**config.mk**
```make
export PLATFORM = sky130hd
export DESIGN_NAME = instr_fetch_unit_flat
export DESIGN_NICKNAME = d
export VERILOG_FILES = /design/src/rtl/instr_fetch_unit_if.sv /design/src/rtl/instr_fetch_unit.sv /design/src/flat_wrapper.sv
export SDC_FILE = /design/constraint.sdc
export NUM_CORES = 1
export LEC_CHECK = 0
export ABC_CLOCK_PERIOD_IN_PS = 1500
export BUFFER_PORTS_ARGS = -buffer_cell sky130_fd_sc_hd__buf_4
export CAP_MARGIN = 20
export CORE_MARGIN = 5
export CORE_UTILIZATION = 44
export DETAILED_ROUTE_END_ITERATION = 8
export PLACE_DENSITY = 0.79
export SLEW_MARGIN = 20
export SYNTH_ARGS = -nofsm -noshare
export SYNTH_HDL_FRONTEND = slang
export SYNTH_SLANG_ARGS = --single-unit
```
**constraint.sdc**
```tcl
create_clock -name clk -period 1.5 [get_ports clk]
set_input_delay 0.075 -clock clk [delete_from_list [all_inputs] [get_ports clk]]
set_output_delay 0.075 -clock clk [all_outputs]
set_load 0.02 [all_outputs]
```
**src/rtl/instr_fetch_unit_if.sv**
```systemverilog
// rtl/instr_fetch_unit_if.sv - fetch unit memory bus, instruction handshake and control signals
// IFU_ILLEGAL_CHECK_EN adds the illegal flag to the bundle.
interface instr_fetch_unit_if #(
   parameter int ADDR_W = 8
);
   logic [ADDR_W-1:0] mem_MAR;
   logic              mem_EN;
   logic              mem_CS;
   logic [23:0]       mem_data_out;
   logic              bus_busy;
   logic              instr_valid;
   logic              instr_ready;
   logic [23:0]       instr_word;
   logic [3:0]        opcode;
   logic [3:0]        reg_sel;
   logic [7:0]        operand;
   logic [2:0]        mode;
   logic [ADDR_W-1:0] instr_pc;
   logic              redirect_valid;
   logic [ADDR_W-1:0] redirect_addr;
   logic              halt;
`ifdef IFU_ILLEGAL_CHECK_EN
   logic              illegal;
`endif

   modport master (
      output mem_MAR, mem_EN, mem_CS,
      input  mem_data_out, bus_busy,
      output instr_valid, instr_word, opcode, reg_sel, operand, mode, instr_pc,
`ifdef IFU_ILLEGAL_CHECK_EN
      output illegal,
`endif
      input  instr_ready, redirect_valid, redirect_addr, halt
   );

   modport slave (
      input  mem_MAR, mem_EN, mem_CS,
      output mem_data_out, bus_busy,
      input  instr_valid, instr_word, opcode, reg_sel, operand, mode, instr_pc,
`ifdef IFU_ILLEGAL_CHECK_EN
      input  illegal,
`endif
      output instr_ready, redirect_valid, redirect_addr, halt
   );
endinterface

```
**src/rtl/instr_fetch_unit.sv**
```systemverilog
// rtl/instr_fetch_unit.sv - instruction fetch sequencer: PC, memory read, decode, valid/ready hand-off
// IFU_ILLEGAL_CHECK_EN enables illegal-instruction detection and stop-after-illegal.
module instr_fetch_unit #(
   parameter logic [7:0] RESET_PC = 8'd20,
   parameter int         ADDR_W   = 8
) (
   input logic                clk,
   input logic                rst,
   instr_fetch_unit_if.master bus
);
   localparam int PC_W = ADDR_W - 1;

   typedef enum logic [1:0] {IDLE, REQ, WAIT, VALID} state_t;

   state_t          state;
   state_t          next_state;
   logic [PC_W-1:0] pc;
   logic [PC_W-1:0] ir_pc;
   logic [23:0]     ir;
   logic            valid_q;
   logic            stopped;
   logic            stop_after;

   // The top address bit is never part of the 128-cell space.
   logic unused_ok;
   assign unused_ok = &{1'b0, bus.redirect_addr[ADDR_W-1]};

   always_ff @(posedge clk) begin
      if (rst) begin
         state   <= IDLE;
         pc      <= RESET_PC[PC_W-1:0];
         ir      <= '0;
         ir_pc   <= '0;
         valid_q <= 1'b0;
      end else begin
         state   <= next_state;
         valid_q <= (next_state == VALID);
         if (bus.redirect_valid) begin
            pc <= bus.redirect_addr[PC_W-1:0];
         end else if (state == WAIT) begin
            ir    <= bus.mem_data_out;
            ir_pc <= pc;
            pc    <= pc + 1'b1;
         end
      end
   end

   always_comb begin
      next_state = state;
      case (state)
         IDLE:    if (!bus.halt && !stopped) next_state = REQ;
         REQ:     if (!bus.bus_busy) next_state = WAIT;
         WAIT:    next_state = VALID;
         VALID:   if (bus.instr_ready) next_state = (bus.halt || stop_after) ? IDLE : REQ;
         default: next_state = IDLE;
      endcase
      // A jump overrides everything, including a same-cycle handshake.
      if (bus.redirect_valid) next_state = bus.halt ? IDLE : REQ;
   end

   always_comb begin
      bus.mem_EN  = 1'b0;
      bus.mem_MAR = '0;
      if (state == REQ) begin
         bus.mem_MAR = {1'b0, pc};
         bus.mem_EN  = !bus.bus_busy;
      end else if (state == WAIT) begin
         bus.mem_MAR = {1'b0, pc};
      end
   end

   assign bus.mem_CS      = 1'b0;
   assign bus.instr_valid = valid_q;
   assign bus.instr_word  = ir;
   assign bus.opcode      = ir[18:15];
   assign bus.reg_sel     = ir[14:11];
   assign bus.operand     = ir[10:3];
   assign bus.mode        = ir[2:0];
   assign bus.instr_pc    = {1'b0, ir_pc};

`ifdef IFU_ILLEGAL_CHECK_EN
   logic illegal_q;

   function automatic logic is_illegal(input logic [23:0] w);
      logic bad_op;
      case (w[18:15])
         4'b0000, 4'b0001, 4'b0011, 4'b0111,
         4'b1011, 4'b1100, 4'b1101, 4'b1110, 4'b1111: bad_op = 1'b0;
         default:                                     bad_op = 1'b1;
      endcase
      return bad_op || (w[2:0] > 3'b100) || (w[23:19] != 5'd0);
   endfunction

   always_ff @(posedge clk) begin
      if (rst) begin
         illegal_q <= 1'b0;
         stopped   <= 1'b0;
      end else begin
         if (state == WAIT && !bus.redirect_valid) begin
            illegal_q <= is_illegal(bus.mem_data_out);
         end else if (next_state != VALID) begin
            illegal_q <= 1'b0;
         end
         // Once an illegal word is consumed, only a jump (or reset) restarts fetching.
         if (bus.redirect_valid) begin
            stopped <= 1'b0;
         end else if (state == VALID && bus.instr_ready && illegal_q) begin
            stopped <= 1'b1;
         end
      end
   end

   assign bus.illegal = illegal_q;
   assign stop_after  = illegal_q;
`else
   assign stopped    = 1'b0;
   assign stop_after = 1'b0;
`endif
endmodule

```
**src/flat_wrapper.sv**
```systemverilog
// flat-port wrapper written by rule: the top's interface ports become plain ports
module instr_fetch_unit_flat 
#(
   parameter logic [7:0] RESET_PC = 8'd20,
   parameter int         ADDR_W   = 8
)
  (clk, rst, bus_mem_MAR, bus_mem_EN, bus_mem_CS, bus_mem_data_out, bus_bus_busy, bus_instr_valid, bus_instr_word, bus_opcode, bus_reg_sel, bus_operand, bus_mode, bus_instr_pc, bus_instr_ready, bus_redirect_valid, bus_redirect_addr, bus_halt);
  instr_fetch_unit_if #(.ADDR_W(ADDR_W)) bus_i ();
  input logic clk;
  input logic rst;
  output wire logic [$bits(bus_i.mem_MAR)-1:0] bus_mem_MAR;
  output wire logic [$bits(bus_i.mem_EN)-1:0] bus_mem_EN;
  output wire logic [$bits(bus_i.mem_CS)-1:0] bus_mem_CS;
  input wire logic [$bits(bus_i.mem_data_out)-1:0] bus_mem_data_out;
  input wire logic [$bits(bus_i.bus_busy)-1:0] bus_bus_busy;
  output wire logic [$bits(bus_i.instr_valid)-1:0] bus_instr_valid;
  output wire logic [$bits(bus_i.instr_word)-1:0] bus_instr_word;
  output wire logic [$bits(bus_i.opcode)-1:0] bus_opcode;
  output wire logic [$bits(bus_i.reg_sel)-1:0] bus_reg_sel;
  output wire logic [$bits(bus_i.operand)-1:0] bus_operand;
  output wire logic [$bits(bus_i.mode)-1:0] bus_mode;
  output wire logic [$bits(bus_i.instr_pc)-1:0] bus_instr_pc;
  input wire logic [$bits(bus_i.instr_ready)-1:0] bus_instr_ready;
  input wire logic [$bits(bus_i.redirect_valid)-1:0] bus_redirect_valid;
  input wire logic [$bits(bus_i.redirect_addr)-1:0] bus_redirect_addr;
  input wire logic [$bits(bus_i.halt)-1:0] bus_halt;
  assign bus_mem_MAR = bus_i.mem_MAR;
  assign bus_mem_EN = bus_i.mem_EN;
  assign bus_mem_CS = bus_i.mem_CS;
  assign bus_i.mem_data_out = bus_mem_data_out;
  assign bus_i.bus_busy = bus_bus_busy;
  assign bus_instr_valid = bus_i.instr_valid;
  assign bus_instr_word = bus_i.instr_word;
  assign bus_opcode = bus_i.opcode;
  assign bus_reg_sel = bus_i.reg_sel;
  assign bus_operand = bus_i.operand;
  assign bus_mode = bus_i.mode;
  assign bus_instr_pc = bus_i.instr_pc;
  assign bus_i.instr_ready = bus_instr_ready;
  assign bus_i.redirect_valid = bus_redirect_valid;
  assign bus_i.redirect_addr = bus_redirect_addr;
  assign bus_i.halt = bus_halt;
  instr_fetch_unit #(.RESET_PC(RESET_PC), .ADDR_W(ADDR_W)) u_core (.clk(clk), .rst(rst), .bus(bus_i));
endmodule
```
== Word-level counts from Yosys, hierarchy flattened ==
Cells that the tools add are included.
Storage, ports and cells
  output and inout bits: 62
  register bits after elaboration: 41
  word-level logic and storage cells: 26
  input bits: 38
Operators by class
  reductions and logical operators: 4
  multiplexer cells: 11
  equal/unequal tests: 4
  bitwise gates (word level): 1
  add/sub/neg operators: 1
Operators with widths (count)
  2-to-1 mux 7 bit: 3
  2-to-1 mux 2 bit: 4
  2-to-1 mux 8 bit: 1
  case mux 2 bit (4 select lines): 1
  adder 7 x 1 -> 7 bit, second input constant: 1
  == test 2 bit, second input constant: 3
  == test 2 x 1 -> 1 bit, second input constant: 1
  zero test 2 bit: 1
  2-to-1 mux 1 bit: 2
  AND reduction 2 bit: 1
  nonzero test 2 bit: 1
  zero test 1 bit: 1
  NOT 1 bit: 1

== Depth between registers and ports, before layout ==
Gate-level depths: netlist of run 1.
  depth after elaboration: 5
  depth in mapped cells: 5
  depth with buffers taken out: 4

== Least setup slack after synthesis of run 1 ==
Ideal clock, no wire load.
  path kind: reg-to-reg
  start point: register u_core.state[0]
  end point: register u_core.ir[0], in the netlist u_core.bus.instr_word[0]
  cell stages (with the launch flop): 6
  slack: 0.233 ns
  arrival: 1.135 ns
  data required time: 1.368 ns
  setup time: 0.132 ns
  clock period less this slack: 1.267 ns
  buffers on the path: 2
  cell sequence: dfxtp_1 > or3b_2 > clkbuf_1 > buf_2 > nand2_1 > a21oi_1
Between the ends
  word-level cells in the longest chain between the ends: 2
RTL lines
  start: declaration: RTL line instr_fetch_unit.sv:15  | state_t state;
  start signal: assignment: RTL line instr_fetch_unit.sv:36  | state <= next_state;
  == test 2 bit: RTL line instr_fetch_unit.sv:40  | end else if (state == WAIT) begin
  AND reduction 2 bit (no source line)
  end signal: assignment: RTL line instr_fetch_unit.sv:41  | ir <= bus.mem_data_out;
  end: declaration: RTL line instr_fetch_unit.sv:19  | logic [23:0] ir;
No other way between the ends.
A chain may end at the register's enable or synchronous reset.

== Worst setup path in the final report of run 1 ==
  start point: register u_core.state[1]
  end point: output bus_mem_MAR[4]
Between the ends
  word-level cells in the longest chain between the ends: 3
  elaborated cells between the ends (all ways): 4
  those cells by class: 2 x eq/ne; 2 x mux
RTL lines
  == test 2 bit: RTL line instr_fetch_unit.sv:67  | end else if (state == WAIT) begin
  2-to-1 mux 7 bit: RTL line instr_fetch_unit.sv:67
  2-to-1 mux 8 bit *: RTL line instr_fetch_unit.sv:64  | if (state == REQ) begin
  end: declaration: RTL line flat_wrapper.sv:11  | output wire logic [$bits(bus_i.mem_MAR)-1:0] bus_mem_MAR;
Mark *: on every way between the ends. The rest lies on a longest branch, timed or not.

==> flow_summary.yaml, run 1 <==
routing:
  drtPass1Iterations: 4
  drc: 0
  vias: 1759
  wire_per_inst_um: 13.02
  drt_iter0_markers: 95
  ant_nets: 0
  routed_wl_mm: 4.623
  drt-vias-per-instance: 4.955
finish:
  drive_gt1_share_pct: 37.70
  final_cells: 355
  layout_common_cells: "98 x buf_4, 64 x nand2_1, 39 x dfxtp_1"
  nNetsFinal: 344
  diodes: 0
  syn2layout_area_growth_pct: 39.43
  layout_commonest_cell: "buf_4"
critical_path:
  worstPathRequired_ps: 1420
  crit_fanout: 7
  critPathLaunchType: "register"
  critical_path_class: "register to primary output"
  cp.arrival_ps: 1330
  crit_chain: "buf_6 > xor2_4 > and2_1 > buf_4"
  worstSetupEndpointType: "primary output"
  crit_slowest_cell: "dfxtp_2"
  cpPeakStageDelay_ps: 380
clock_tree:
  clk_pin_slew_ps: 80
  insertion_delay_ps: 280
  htreeDepth: 2
  cts_tree: "done"
  cts_setup_buffers: 0
  cts_buffer_depth: 2
  cts_buffers: 5
  postCtsHoldBufs: 0
  clkSinkCount: 41
  cts-root-buf: "clkbuf_8"
floorplan:
  fp.dieW_um: 75.29
  coreArea_mm2: 0.004058
  die_h_um: 75.29
  num_rows: 23
  start_util_pct: 46.22
  die_area_mm2: 0.005669
  pin_count: 100
power:
  ir_worst_vdd_v: 0.0005964
  power_leakage_nw: 1.146
  power_density_mw_per_mm2: 857.8
worst_hold_path:
  hold_path.class: "primary input to register"
yosys:
  synth_cells: 233
  ys_seq_area_share_pct: 43.76
  netlist_area_mm2: 0.001876
  ys_ff_latch: 41
  synth_area_per_cell_um2: 8.050
  yosysUniqueCellTypes: 36
  ys_warn_count: 0
sta:
  fin_crit_ps: 1405
  setup_viol: 0
  hold_viol: 0
  clock_skew_ps: 5.924
  rsz0062_at_grt: "no"
  report.final.slew_viol_count: 0
  fin_setup_tns_ps: 0
  fmax_mhz: 711.8
  post-route-period-util_pct: 93.66
global_routing:
  gr-usage-all-layers_pct: 16.21
  antenna_found_initial: 0
  overflow: 0
  grt_max_degree: 45
  grt_pass1_vias: 1617
  grt_pass1_wl_mm: 7.169
place:
  dpl.hpwl_mm: 3.421
  port-buffer-count: 95
  gp_congestion: 0.8132
  place_inst: 348
run_status:
  status: "finished clean"
flow_run:
  maxCapViolations: 0
Yosys cell counts:
cell | n | area [um^2]
a2111o_1 | 1 | 11.26
a2111oi_1 | 1 | 10.01
a211oi_1 | 3 | 22.52
a21boi_0 | 1 | 7.510
a21oi_1 | 33 | 165.2
a311oi_1 | 1 | 8.760
and2_1 | 7 | 43.79
and2b_1 | 1 | 7.510
and3_1 | 2 | 12.51
and4_1 | 1 | 8.760
and4b_1 | 1 | 10.01
buf_2 | 7 | 35.03
buf_4 | 24 | 180.2
buf_6 | 1 | 11.26
clkbuf_1 | 6 | 22.52
conb_1 | 1 | 3.750
dfxtp_1 | 41 | 820.8
ha_1 | 1 | 12.51
inv_1 | 4 | 15.01
mux2i_1 | 1 | 10.01
nand2_1 | 64 | 240.2
nand2b_1 | 1 | 6.260
nand3_1 | 3 | 15.01
nand3b_1 | 2 | 15.01
nand4b_4 | 1 | 23.77
nor2_1 | 4 | 15.01
nor2b_1 | 2 | 12.51
nor3_1 | 5 | 25.02
nor3b_2 | 1 | 12.51
o211ai_1 | 2 | 15.01
o21ai_0 | 2 | 10.01
o311a_1 | 1 | 10.01
or3_1 | 2 | 12.51
or3b_2 | 2 | 17.52
xnor2_1 | 1 | 8.760
xor2_1 | 2 | 17.52
logic make-up (layout without fill, tap and decap cells):
kind of cell	after synthesis	in the layout	synth area share, %
AO/OA/AOI/OAI	45	45	13.88
XOR/XNOR	3	3	1.401
adder cells (fa/ha/maj)	1	1	0.6670
buffers and inverters	42	112	14.08
flip-flops	41	41	43.76
multiplexers	1	1	0.5337
other	1	3	0.1999
AND/OR/NAND/NOR	99	99	25.48
layout make-up:
class	instances	area (um^2)
Clock inverter	2	35.03
Fill cell	355	1443
Timing Repair Buffer	101	787.0
Tap cell	50	62.56
Inverter	4	15.01
Clock buffer	5	68.82
Sequential cell	41	823.3
Multi-Input combinational cell	152	823.3
flip-flops by register name (all words and copies together) (netlist names):
name and cells:
u_core.bus.instr_valid 1, u_core.bus.instr_word 24, u_core.ir_pc 7, u_core.pc 7
u_core.state 2
final timing paths:
| check | start | end | slack (ps) | cells after the start |
|---|---|---|---|---|
| setup / recovery | u_core.state[1]$_SDFF_PP0_ | bus_mem_MAR[4] | 100 | 4 |
| hold / removal | bus_mem_data_out[23] | u_core.bus.instr_word[23]$_SDFFE_PP0P_ | 30 | 3 |
| setup reg to reg | u_core.state[1]$_SDFF_PP0_ | u_core.bus.instr_word[10]$_SDFFE_PP0P_ | 150 | 4 |
| hold reg to reg | u_core.ir_pc[2]$_SDFFE_PP0P_ | u_core.ir_pc[2]$_SDFFE_PP0P_ | 460 | 2 |
stage by stage:
step	power, W	setup slack, ps	hold WS (ps)	util (%)	instance area, um^2
3_5_place_dp	0.001429	116.2	330.9	61.27	2486
3_3_place_gp	0.001426	139.7	319.0	61.27	2486
5_1_grt	0.002353	12.20	24.64	64.45	2615
6_report	0.002243	95.04	30.04	64.45	2615
4_1_cts	0.002278	11.29	19.39	64.32	2610
2_1_floorplan	0.001302	232.8	211.0	-	1883
metal layers:
layer / wire (um) / up-vias / global-route usage, %
met2: 2268 / 64 / 28.86
met3: 539 / 4 / 5.673
li1: - / 888 / -
met5: 0 / - / 0
met1: 1786 / 803 / 18.43
met4: 29 / 0 / 4.272
report_power, final:
group	internal [W]	leakage (nW)	switching, W
Sequential	0.00111	0.333	0.0000282
Clock	0.000483	0.0540	0.000350
Combinational	0.000141	0.759	0.000129
Total	0.00174	1.15	0.000508
repair_timing:
| action | CTS | global route |
|---|---|---|
| resized for setup | 3 | 2 |
| endpoints found under the setup margin | 7 | 7 |
| pin swaps | 0 | 1 |
worst max-delay path, delay by kind of cell (launching register included):
family / cells / cell delay (ps)
simple gates: 1 / 170
flops: 1 / 380
xor+xnor: 1 / 200
buf+inv: 2 / 290
Power figures use the tool's default switching activity.
==> inputs of run 2 (changes only) <==
--- a/config.mk
+++ b/config.mk
@@ -12,6 +12,7 @@
 export CORE_UTILIZATION = 44
 export DETAILED_ROUTE_END_ITERATION = 8
 export PLACE_DENSITY = 0.79
+export REMOVE_ABC_BUFFERS = 1
 export SLEW_MARGIN = 20
 export SYNTH_ARGS = -nofsm -noshare
 export SYNTH_HDL_FRONTEND = slang
==> run 2 against run 1 <==
Compared with the run above: register-to-register slack lost 30 ps; clock-buffer cell count grew 1; die area is the same; largest cell class unchanged; combinational power is essentially flat; sequential share of layout area grew 0.39 points; critical endpoint is now bus_mem_MAR[6]; first-iteration DRC count shrank 19%.
==> flow_summary.yaml, run 2 (same netlist as run 1, synthesis figures left out) <==
place:
  pre_cts_ws_ps: 92.61
  dpl.hpwl_mm: 3.416
  port-buffer-count: 95
  place_inst: 349
  gp_congestion: 0.7567
finish:
  largest_register_ffs: 24
  drive_gt1_share_pct: 37.79
  seqCellArea_um2: 825.8
  diodes: 0
  nNetsFinal: 345
  n_fill_cell: 377
  layout_commonest_cell: "buf_4"
  multi_input_area_um2: 823.3
  final_cells: 357
  syn2layout_area_growth_pct: 38.16
  layout_common_cells: "100 x buf_4, 64 x nand2_1, 39 x dfxtp_1"
routing:
  vias: 1742
  drt-vias-per-instance: 4.880
  drt_iter0_markers: 77
  wire_per_inst_um: 12.88
  drc: 0
  ant_nets: 0
  drtPass1Iterations: 4
  routed_wl_mm: 4.597
power:
  pwr-share-clk_pct: 32.7
  switching_share_pct: 24.70
  power_density_mw_per_mm2: 805.8
  p_comb_share_pct: 12.9
  p_sw_w: 0.0005157
  p_int_w: 0.001572
  seqPwrFrac_pct: 54.4
  ir_worst_vdd_v: 0.0006960
  power_leakage_nw: 1.140
floorplan:
  die_area_mm2: 0.005669
  start_util_pct: 46.22
  fp.dieW_um: 75.29
  num_rows: 23
  pin_count: 100
  coreArea_mm2: 0.004058
  die_h_um: 75.29
sta:
  report.final.slew_viol_count: 0
  fin_setup_tns_ps: 0
  rsz0062_at_grt: "no"
  hold-worst-slack_ps: 23.02
  fin_crit_ps: 1403
  setup_viol: 0
  clock_skew_ps: 3.237
  layout_setup_ws_ps: 97.06
  hold_viol: 0
  fmax_mhz: 712.8
  post-route-period-util_pct: 93.53
critical_path:
  cpPeakStageDelay_ps: 370
  critical_path_buf_inv_count: 2
  crit_family: "flip-flops"
  worstPathRequired_ps: 1420
  critical_path_class: "register to primary output"
  crit_fanout: 7
  critPathLaunchType: "register"
  worstSetupEndpointType: "primary output"
  cp.arrival_ps: 1330
  crit_slowest_cell: "dfxtp_4"
  crit_chain: "buf_6 > xor2_4 > and2_1 > buf_4"
clock_tree:
  cts_tree: "done"
  cts-root-buf: "clkbuf_8"
  cts_setup_buffers: 0
  insertion_delay_ps: 290
  cts_buffer_depth: 2
  htreeDepth: 2
  postCtsHoldBufs: 0
  clkSinkCount: 41
  clk_pin_slew_ps: 70
  cts_buffers: 5
global_routing:
  antenna_found_initial: 0
  overflow: 0
  grt_max_degree: 45
  gr-usage-all-layers_pct: 15.93
  grt_pass1_wl_mm: 6.955
  grt_pass1_vias: 1572
flow_run:
  maxCapViolations: 0
worst_hold_path:
  hold_path.class: "primary input to register"
run_status:
  status: "finished clean"
## run 2: worst register-to-register path, delay by kind of cell (launching register included)
family | cells | cell delay (ps)
compound gates | 1 | 240
fa+ha+maj | 1 | 220
flops | 1 | 430
simple gates | 2 | 400
## run 2: cell type report
class                           instances  area share, %
Clock inverter                          2         0.3863
Multi-Input combinational cell        152          31.77
Tap cell                               50          2.414
Sequential cell                        41          31.87
Timing Repair Buffer                  102          30.18
Clock buffer                            6          2.801
Inverter                                4         0.5794
## run 2: final timing paths
kind	slack, ps	to	startpoint	depth (start not counted)
worst max-delay path	100	bus_mem_MAR[6]	u_core.state[1]$_SDFF_PP0_	4
worst min-delay path	20	u_core.bus.instr_word[3]$_SDFFE_PP0P_	bus_mem_data_out[3]	3
worst max register to register	120	u_core.pc[6]$_SDFFE_PP0P_	u_core.pc[0]$_SDFFE_PP0P_	4
worst min register to register	460	u_core.bus.instr_word[23]$_SDFFE_PP0P_	u_core.bus.instr_word[23]$_SDFFE_PP0P_	2
## run 2: repair_timing
item | in CTS | in global routing
cloned | 0 | 0
setup endpoints to repair | 7 | 7
pin swaps | 0 | 1
gates resized for setup | 3 | 3
## run 2: power by group through the flow
stage	combinational [W]	clock (W)	sequential, W
after floorplan	0.0000894	0	0.00117
after global placement	0.000262	0	0.00116
after detailed placement	0.000265	0	0.00116
after CTS	0.000271	0.000706	0.00114
after global routing	0.000292	0.000750	0.00114
final	0.000270	0.000682	0.00114
## run 2: through the flow
step	instance area (um^2)	total power, W	utilization, %
6_report	2591	0.002088	63.86
5_1_grt	2591	0.002182	63.86
4_1_cts	2584	0.002113	63.68
3_5_place_dp	2481	0.001427	61.15
3_3_place_gp	2481	0.001423	61.15
2_1_floorplan	1634	0.001262	-
## run 2: routing by layer
| layer | GRT usage, % | part of all wire [%] | vias up |
|---|---|---|---|
| li1 | - | - | 898 |
| met1 | 17.48 | 38 | 779 |
| met2 | 28.57 | 50 | 58 |
| met3 | 4.749 | 11 | 7 |
| met4 | 6.408 | 1.3 | 0 |
| met5 | 0 | 0 | - |
==> inputs of run 3 (changes only) <==
--- a/config.mk
+++ b/config.mk
@@ -5,13 +5,13 @@
 export SDC_FILE = /design/constraint.sdc
 export NUM_CORES = 1
 export LEC_CHECK = 0
-export ABC_CLOCK_PERIOD_IN_PS = 1500
+export ABC_CLOCK_PERIOD_IN_PS = 1800
 export BUFFER_PORTS_ARGS = -buffer_cell sky130_fd_sc_hd__buf_4
 export CAP_MARGIN = 20
 export CORE_MARGIN = 5
-export CORE_UTILIZATION = 44
+export CORE_UTILIZATION = 48
 export DETAILED_ROUTE_END_ITERATION = 8
-export PLACE_DENSITY = 0.79
+export PLACE_DENSITY = 0.85
 export REMOVE_ABC_BUFFERS = 1
 export SLEW_MARGIN = 20
 export SYNTH_ARGS = -nofsm -noshare
==> constraint.sdc (replaced) <==
create_clock -name clk -period 1.8 [get_ports clk]
set_input_delay 0.09 -clock clk [delete_from_list [all_inputs] [get_ports clk]]
set_output_delay 0.09 -clock clk [all_outputs]
set_load 0.02 [all_outputs]
==> run 3 against run 2 <==
Compared with the run above: final area decreased by 0.92%; critical endpoint is now bus_mem_MAR[0]; final cell count shrank 1.4%; largest power group unchanged; first-iteration DRC count increased by 42%; hold slack gained 20 ps; sequential share of layout area rose by 0.10 points; routed wire length down 3.3%; critical path type unchanged; clock skew barely moved; clock-buffer cell count up 1.
==> flow_summary.yaml, run 3 (same netlist as run 1, synthesis figures left out) <==
routing:
  drtPass1Iterations: 4
  drc: 0
  routed_wl_mm: 4.446
  drt-vias-per-instance: 4.875
  vias: 1716
  ant_nets: 0
  drt_iter0_markers: 109
  wire_per_inst_um: 12.63
power:
  p_comb_share_pct: 11.1
  seqPwrFrac_pct: 49.7
  pwr-share-clk_pct: 39.2
  ir_worst_vdd_v: 0.0004457
  power_density_mw_per_mm2: 743.6
  p_sw_w: 0.0004237
  p_int_w: 0.001485
  switching_share_pct: 22.19
  power_leakage_nw: 1.133
floorplan:
  fp.dieW_um: 72.51
  die_area_mm2: 0.005258
  die_h_um: 72.51
  coreArea_mm2: 0.003716
  pin_count: 100
  start_util_pct: 50.47
  num_rows: 22
finish:
  layout_common_cells: "99 x buf_4, 64 x nand2_1, 41 x dfxtp_1"
  nNetsFinal: 342
  n_fill_cell: 310
  drive_gt1_share_pct: 36.51
  diodes: 0
  largest_register_ffs: 24
  syn2layout_area_growth_pct: 36.89
  layout_commonest_cell: "buf_4"
critical_path:
  critPathLaunchType: "register"
  worstSetupEndpointType: "primary output"
  ff2ff_path_depth: 3
  worstPathRequired_ps: 1710
  cp.arrival_ps: 1520
  r2r_start: "u_core.state[1]$_SDFF_PP0_"
  crit_path_start: "u_core.state[1]$_SDFF_PP0_"
  critical_path_class: "register to primary output"
  cpPeakStageDelay_ps: 430
  timing.rr.end: "u_core.bus.instr_word[11]$_SDFFE_PP0P_"
  crit_family: "flip-flops"
  crit_fanout: 7
  cpMostUsedCell: "buf_4"
  rrSetupSlack_ps: 230
  critical_path_buf_inv_count: 2
  crit_chain: "buf_4 > xor2_2 > and2_1 > buf_4"
  crit_slowest_cell: "dfxtp_1"
run_status:
  status: "finished clean"
worst_hold_path:
  hold_end: "u_core.bus.instr_word[12]$_SDFFE_PP0P_"
  hp-start: "bus_mem_data_out[12]"
  hold_path.class: "primary input to register"
  min_path_cells: 3
global_routing:
  grtUsageMet3_pct: 5.956
  antenna_found_initial: 0
  overflow: 0
  grt_pass1_vias: 1514
  gr-usage-all-layers_pct: 16.86
  grt_pass1_wl_mm: 6.989
  grt_use_met2_pct: 28.72
  grt_util_met1_pct: 18.95
  grt_max_degree: 45
  top_usage_layer: "met2"
clock_tree:
  clkSinkCount: 41
  clk_pin_slew_ps: 70
  cts_buffer_depth: 2
  insertion_delay_ps: 290
  cts-root-buf: "clkbuf_8"
  cts_buffers: 5
  htreeDepth: 2
  postCtsHoldBufs: 0
  cts_tree: "done"
sta:
  fin_crit_ps: 1609
  layout_setup_ws_ps: 191.3
  setup_viol: 0
  slew_headroom_pct: 57.08
  worst_pin_slew_ps: 643.8
  hold_viol: 0
  rsz0062_at_grt: "no"
  post-route-period-util_pct: 89.37
  report.final.slew_viol_count: 0
  fmax_mhz: 621.6
  clock_skew_ps: 2.859
  hold-worst-slack_ps: 43.43
place:
  dpl.hpwl_mm: 3.272
  pre_cts_ws_ps: 211.7
  port-buffer-count: 95
  gp_congestion: 0.7837
flow_run:
  maxCapViolations: 0
-- run 3: layout make-up --
class	instances	area, um^2	area share [%]
clock inverters	1	30.03	1.170
multi-input cells	152	812.0	31.63
flip-flops and latches	41	820.8	31.97
inverters	4	15.01	0.5848
repair buffers	99	743.2	28.95
well taps	48	60.06	2.339
clock buffers	7	86.33	3.363
-- run 3: stage by stage --
step	area (um^2)	utilization [%]	total power, W	cells	TNS [ps]
floorplan	1634	-	0.001052	197	-75.28
global placement	2444	65.76	0.001178	344	0
detailed placement	2444	65.76	0.001181	344	0
CTS	2560	68.89	0.001927	352	0
global route	2567	69.09	0.001984	352	0
finish	2567	69.09	0.001909	352	0
-- run 3: tightest hold or removal path: cells and delay by family --
family / cells / cell delay, ps
simple gates: 1 / 40
buf+inv: 1 / 110
compound gates: 1 / 50
-- run 3: metal layers --
metal  part of all wire (%)  up-vias
met4                    2.0        0
met5                      0        -
met3                    9.9        9
met1                     40      758
met2                     48       68
li1                       -      881
-- run 3: timing repair --
action / in CTS / in global routing
gates resized for setup: 0 / 1
setup endpoints to repair: 0 / 7
buffers inserted: 0 / 0
-- run 3: worst max-delay path by stage --
stage | to | slack, ps | depth (start not counted)
3_3_place_gp | u_core.ir_pc[5]$_SDFFE_PP0P_ | 250 | 3
5_1_grt | bus_mem_MAR[0] | 50 | 4
2_1_floorplan | u_core.bus.instr_word[0]$_SDFFE_PP0P_ | -2 | 3
3_5_place_dp | u_core.bus.instr_word[11]$_SDFFE_PP0P_ | 210 | 3
4_1_cts | bus_mem_MAR[0] | 20 | 4
6_report | bus_mem_MAR[0] | 190 | 4
-- run 3: power by group through the flow --
stage                     Combinational, W  Sequential [W]  Clock [W]
after floorplan                  0.0000745        0.000977          0
after global placement            0.000209        0.000969          0
after detailed placement          0.000212        0.000970          0
after CTS                         0.000213        0.000948   0.000767
after global routing              0.000229        0.000953   0.000802
final                             0.000211        0.000949   0.000749
